`src/rtl/a5_pkg.sv`:
```
// Shared types and constants for the A5/1 burst keyer.
package a5_pkg;

    localparam int KEY_BITS   = 64;
    localparam int FRAME_BITS = 22;
    localparam int LOAD_BITS  = KEY_BITS + FRAME_BITS;
    localparam int KS_TOTAL   = 228;

    typedef enum logic [2:0] {
        IDLE,
        GENRST,
        ARM,
        LOAD,
        WAIT_DONE,
        COLLECT,
        DONE
    } state_t;

endpackage

```
`src/rtl/a5_load_shifter.sv`:
```
// Parallel-load / serial-out register that streams key then frame bits, LSB first.
module a5_load_shifter
    import a5_pkg::*;
(
    input  logic                 Clk,
    input  logic                 Reset_n,
    input  logic                 load,
    input  logic [LOAD_BITS-1:0] load_data,
    input  logic                 shift,
    output logic                 serial_bit,
    output logic                 done
);

    logic [LOAD_BITS-1:0] sreg;
    logic [6:0]           bit_cnt;

    assign serial_bit = sreg[0];

    always_ff @(posedge Clk or negedge Reset_n) begin
        if (!Reset_n) begin
            sreg    <= '0;
            bit_cnt <= '0;
            done    <= 1'b0;
        end else if (load) begin
            sreg    <= load_data;
            bit_cnt <= '0;
            done    <= 1'b0;
        end else if (shift && !done) begin
            sreg    <= {1'b0, sreg[LOAD_BITS-1:1]};
            bit_cnt <= bit_cnt + 7'd1;
            // done rises together with the shift that hands out the last bit
            done    <= (bit_cnt == 7'(LOAD_BITS - 1));
        end
    end

endmodule

```
`src/rtl/a5_burst_keyer.sv`:
```
// Frame controller for one A5/1 generator: reset, serial key/frame load, 228-bit capture.
// Optional A5_BURST_XOR_EN adds Data_dl/Data_ul inputs and registered Out_dl/Out_ul.
module a5_burst_keyer
    import a5_pkg::*;
#(
    parameter int KS_LEN  = 114,
    parameter int TIMEOUT = 255
) (
    input  logic                  Clk,
    input  logic                  Reset_n,
    input  logic                  Start,
    input  logic [KEY_BITS-1:0]   Key,
    input  logic [FRAME_BITS-1:0] Frame,
    output logic                  Busy,
    output logic                  Ks_valid,
    output logic                  Error,
    output logic [KS_LEN-1:0]     Ks_dl,
    output logic [KS_LEN-1:0]     Ks_ul,
    output logic                  Gen_reset_n,
    output logic                  Startloading,
    output logic                  Keybit,
    input  logic                  Bitout,
    input  logic                  Doneloading
`ifdef A5_BURST_XOR_EN
    ,
    input  logic [KS_LEN-1:0]     Data_dl,
    input  logic [KS_LEN-1:0]     Data_ul,
    output logic [KS_LEN-1:0]     Out_dl,
    output logic [KS_LEN-1:0]     Out_ul
`endif
);

    localparam logic [7:0] TIMEOUT_CNT = 8'(TIMEOUT);
    localparam logic [7:0] DL_BITS     = 8'(KS_LEN);
    localparam logic [7:0] LAST_BIT    = 8'(2 * KS_LEN - 1);

    state_t     state;
    logic [7:0] cnt;
    logic       start_ok;
    logic       sh_shift;
    logic       sh_bit;
    logic       sh_done;
    logic       last_capture;

    assign start_ok     = Start && ((state == IDLE) || (state == DONE));
    assign sh_shift     = (state == ARM) || ((state == LOAD) && !sh_done);
    assign last_capture = (state == COLLECT) && (cnt == LAST_BIT);

    a5_load_shifter u_load_shifter (
        .Clk        (Clk),
        .Reset_n    (Reset_n),
        .load       (start_ok),
        .load_data  ({Frame, Key}),
        .shift      (sh_shift),
        .serial_bit (sh_bit),
        .done       (sh_done)
    );

    always_ff @(posedge Clk or negedge Reset_n) begin
        if (!Reset_n) begin
            state        <= IDLE;
            cnt          <= '0;
            Busy         <= 1'b0;
            Ks_valid     <= 1'b0;
            Error        <= 1'b0;
            Ks_dl        <= '0;
            Ks_ul        <= '0;
            Gen_reset_n  <= 1'b0;
            Startloading <= 1'b0;
            Keybit       <= 1'b0;
        end else begin
            Gen_reset_n  <= 1'b1;
            Startloading <= 1'b0;
            case (state)
                IDLE, DONE: begin
                    // generator never leaves RUNNING by itself, so each frame re-resets it
                    if (Start) begin
                        state       <= GENRST;
                        Gen_reset_n <= 1'b0;
                        Busy        <= 1'b1;
                        Ks_valid    <= 1'b0;
                        Error       <= 1'b0;
                        cnt         <= '0;
                    end
                end
                GENRST: begin
                    Startloading <= 1'b1;
                    state        <= ARM;
                end
                ARM: begin
                    Keybit <= sh_bit;
                    state  <= LOAD;
                end
                LOAD: begin
                    if (sh_done) begin
                        Keybit <= 1'b0;
                        state  <= WAIT_DONE;
                    end else begin
                        Keybit <= sh_bit;
                    end
                end
                WAIT_DONE: begin
                    if (Doneloading) begin
                        Ks_dl <= {Ks_dl[KS_LEN-2:0], Bitout};
                        cnt   <= 8'd1;
                        state <= COLLECT;
                    end else if (cnt == TIMEOUT_CNT) begin
                        Error <= 1'b1;
                        Busy  <= 1'b0;
                        state <= DONE;
                    end else begin
                        cnt <= cnt + 8'd1;
                    end
                end
                COLLECT: begin
                    if (cnt < DL_BITS) begin
                        Ks_dl <= {Ks_dl[KS_LEN-2:0], Bitout};
                    end else begin
                        Ks_ul <= {Ks_ul[KS_LEN-2:0], Bitout};
                    end
                    cnt <= cnt + 8'd1;
                    if (last_capture) begin
                        Ks_valid <= 1'b1;
                        Busy     <= 1'b0;
                        state    <= DONE;
                    end
                end
                default: state <= IDLE;
            endcase
        end
    end

`ifdef A5_BURST_XOR_EN
    logic [KS_LEN-1:0] data_dl_q;
    logic [KS_LEN-1:0] data_ul_q;

    // Out_ul folds in the bit captured on the same edge Ks_valid rises
    always_ff @(posedge Clk or negedge Reset_n) begin
        if (!Reset_n) begin
            data_dl_q <= '0;
            data_ul_q <= '0;
            Out_dl    <= '0;
            Out_ul    <= '0;
        end else begin
            if (start_ok) begin
                data_dl_q <= Data_dl;
                data_ul_q <= Data_ul;
            end
            if (last_capture) begin
                Out_dl <= Ks_dl ^ data_dl_q;
                Out_ul <= {Ks_ul[KS_LEN-2:0], Bitout} ^ data_ul_q;
            end
        end
    end
`endif

endmodule

```
`config.mk`:
```
export PLATFORM = sky130hd
export DESIGN_NAME = a5_burst_keyer
export DESIGN_NICKNAME = d
export VERILOG_FILES = /design/src/rtl/a5_pkg.sv /design/src/rtl/a5_load_shifter.sv /design/src/rtl/a5_burst_keyer.sv
export SDC_FILE = /design/constraint.sdc
export NUM_CORES = 1
export LEC_CHECK = 0
export ABC_CLOCK_PERIOD_IN_PS = 2900
export CORE_UTILIZATION = 45
export CTS_CLUSTER_SIZE = 30
export DETAILED_ROUTE_END_ITERATION = 16
export GPL_ROUTABILITY_DRIVEN = 0
export PLACE_DENSITY = 0.73
export SLEW_MARGIN = 5
export SYNTH_ARGS = -nofsm -noshare
export SYNTH_HDL_FRONTEND = slang
export SYNTH_SLANG_ARGS = --single-unit
```
`constraint.sdc`:
```
create_clock -name Clk -period 2.9 [get_ports Clk]
set_input_delay 0.435 -clock Clk [delete_from_list [all_inputs] [get_ports Clk]]
set_output_delay 0.435 -clock Clk [all_outputs]
set_load 0.05 [all_outputs]
```
==> reports/metrics.yaml <==
status: "complete, no violations"
netlist_instances: 993
io_pins: 325
worstSetupPathType: "reg -> reg"
core-area_um2: 29700
h-tree-depth: 2
wl_um: 29400
avgSynthCellArea_um2: 13.7
track_usage: 0.192
worstPathArrival_ns: 2.98
place_area_um2: 17400
overflow: 0
diodes: 0
clock_sinks: 339
synth_common_cells: "dfrtp_1 (339), mux2_2 (169), nand2_1 (102)"
synth_top_area_share: 0.622
drc: 0
root_buffer: "clkbuf_16"
synth.area.top_cells: "dfrtp_1 (62%), mux2_2 (14%), mux2i_1 (6.1%)"
die_x_um: 176
fin_crit_ns: 2.60
rsz0062_at_grt: "false"
slowest_stage: "dfrtp_1"
finalHoldViolations: 0
vias: 8928
first_pass_iters: 6
fmax_mhz: 385
ys_warn_count: 0
grt_max_degree: 142
grt_first_pass_wirelength_um: 47800
yosysTopAreaCell: "dfrtp_1"
cts-resized-gates: 0
clockBufferDepth: 3
finalCritPeriodShare: 0.895
cts_buffers: 37
clock_skew_ns: 0.0116
die-area_um2: 31000
synth.distinct_cells: 38
worst_skew_pair.late_latency_ns: 0.51
power_density_nw_per_um2: 685
post_cts_buffers: 0
startpoint_type: "register"
slew_headroom: 0.451
io_buffers: 324
post_drt_wl_per_cell_um: 16.9
rows: 63
antenna_found_initial: 0
drive_gt1_frac: 0.188
path_cells: "or3_1 -> a41oi_1 -> nand2_1 -> a21oi_4 -> buf_12 -> buf_4 -> mux2_1"
critPathMaxFanout: 33
leakage_uw: 0.00886
placedCellCount: 1673
synthFlopType: "dfrtp_1"
endpoint_kind: "register"
tritoncts: "done"
yosys_register_bits: 339
initial_core_util: 0.459
clkTransAtPathRegs_ns: 0.06
cpPeakStageDelay_ns: 0.45
final_cells: 1739
synth_edf_count: 0
finalSetupViolCount: 0
cap_violations: 0
drv_slew: 0
yosysMostFrequentCell: "dfrtp_1"
first_global_vias: 9109
required_ns: 3.28
synth-async-reset-ratio: 1.00
vias_per_cell: 5.13
drtIter0Drc: 497
dp_hpwl_um: 19800
yosysSeqAreaShare: 0.622
nets: 1417
ir_worst_vdd_v: 0.000442
netlist_area_um2: 13600
area_growth_pct: 36.1
final.setup.tns_ns: 0
hold_class: "reg -> reg"
syn_nets: 1087
worst_pin_slew_ns: 0.815
design_area_um2: 18600
final_antenna_net_count: 0
die_h_um: 176
[per-layer routing]
metal,GRT usage,part of all wire,up-vias
met5,0,0,-
met4,0.0565,0.022,0
met3,0.0680,0.085,46
met2,0.304,0.47,247
met1,0.246,0.43,4459
li1,-,-,4176
[cells by family (layout without fill, tap and decap cells)]
| family | count (synthesis) | count (layout) | share of synthesized area |
|---|---|---|---|
| flip-flops | 339 | 339 | 0.622 |
| multiplexers | 312 | 312 | 0.250 |
| AND/OR/NAND/NOR | 147 | 147 | 0.0459 |
| AO/OA/AOI/OAI | 127 | 127 | 0.0520 |
| buffers and inverters | 60 | 416 | 0.0237 |
| XOR/XNOR | 5 | 5 | 0.00321 |
| adder cells (fa/ha/maj) | 3 | 3 | 0.00275 |
[through the flow]
stage	util	worst slack [ns]	hold WS, ns	total power, µW
6_report	0.624	0.304	0.487	12700
5_1_grt	0.624	0.158	0.496	13400
4_1_cts	0.624	0.314	0.463	12900
3_5_place_dp	0.585	0.326	0.476	8350
3_3_place_gp	0.585	0.369	0.468	8280
2_1_floorplan	-	0.833	0.139	7580
[sequential cells by signal, summed over array words and instances, names as in the netlist]
register,flops
Busy,1
Error,1
Gen_reset_n,1
Keybit,1
Ks_dl,114
Ks_ul,114
Ks_valid,1
Startloading,1
cnt,8
state,3
u_load_shifter.bit_cnt,7
u_load_shifter.done,1
u_load_shifter.sreg,86
[power by group]
part,internal [µW],leakage (µW),switching (µW),total (µW)
registers,5430,0.00458,433,5860
logic,1090,0.00371,1310,2400
clock network,2640,0.000575,1810,4450
[cell usage in the layout (no fill, tap or decap), drive strengths merged, types with 4 or more instances in the layout]
| cell | n |
|---|---|
| nand2 | 102 |
| buf | 24 |
| mux2 | 229 |
| nor2 | 16 |
| clkinv | 7 |
| mux2i | 83 |
| nand2b | 7 |
| inv | 4 |
| clkdlybuf4s50 | 323 |
| a21oi | 7 |
| nand3 | 6 |
| dfrtp | 339 |
| clkbuf | 56 |
| o21ai | 101 |
| xor2 | 4 |
[critical path: cells and delay by family (launching register included)]
| family | cells | cell delay [ns] |
|---|---|---|
| buf+inv | 2 | 0.53 |
| mux | 1 | 0.36 |
| compound gates | 2 | 0.57 |
| flops | 1 | 0.45 |
| simple gates | 2 | 0.54 |
[timing repair]
item,CTS,global route
hold buffers,1,0
hold endpoints to repair,68,0
endpoints found under the setup margin,0,0
[layout make-up]
| cell class | instances | area, µm² |
|---|---|---|
| fill | 2333 | 11200 |
| sequential | 339 | 8480 |
| multi-input combinational | 594 | 4850 |
| timing repair buffer | 348 | 3560 |
| clock buffer | 56 | 1110 |
| tap | 390 | 488 |
| clock inverter | 9 | 55.1 |
| inverter | 3 | 11.3 |
[final timing paths]
path                                         from                 endpoint  slack, ns  depth (start not counted)
max in group asynchronous                 Reset_n                Ks_dl[25]       1.58                          3
max                                        cnt[3]                Ks_dl[58]       0.30                          7
min in group asynchronous                 Reset_n  u_load_shifter.sreg[50]       0.51                          2
min                        u_load_shifter.sreg[1]   u_load_shifter.sreg[1]       0.49                          2
max reg2reg                                cnt[3]                Ks_dl[58]       0.30                          7
min reg2reg                u_load_shifter.sreg[1]   u_load_shifter.sreg[1]       0.49                          2
Power figures use the tool's default switching activity.
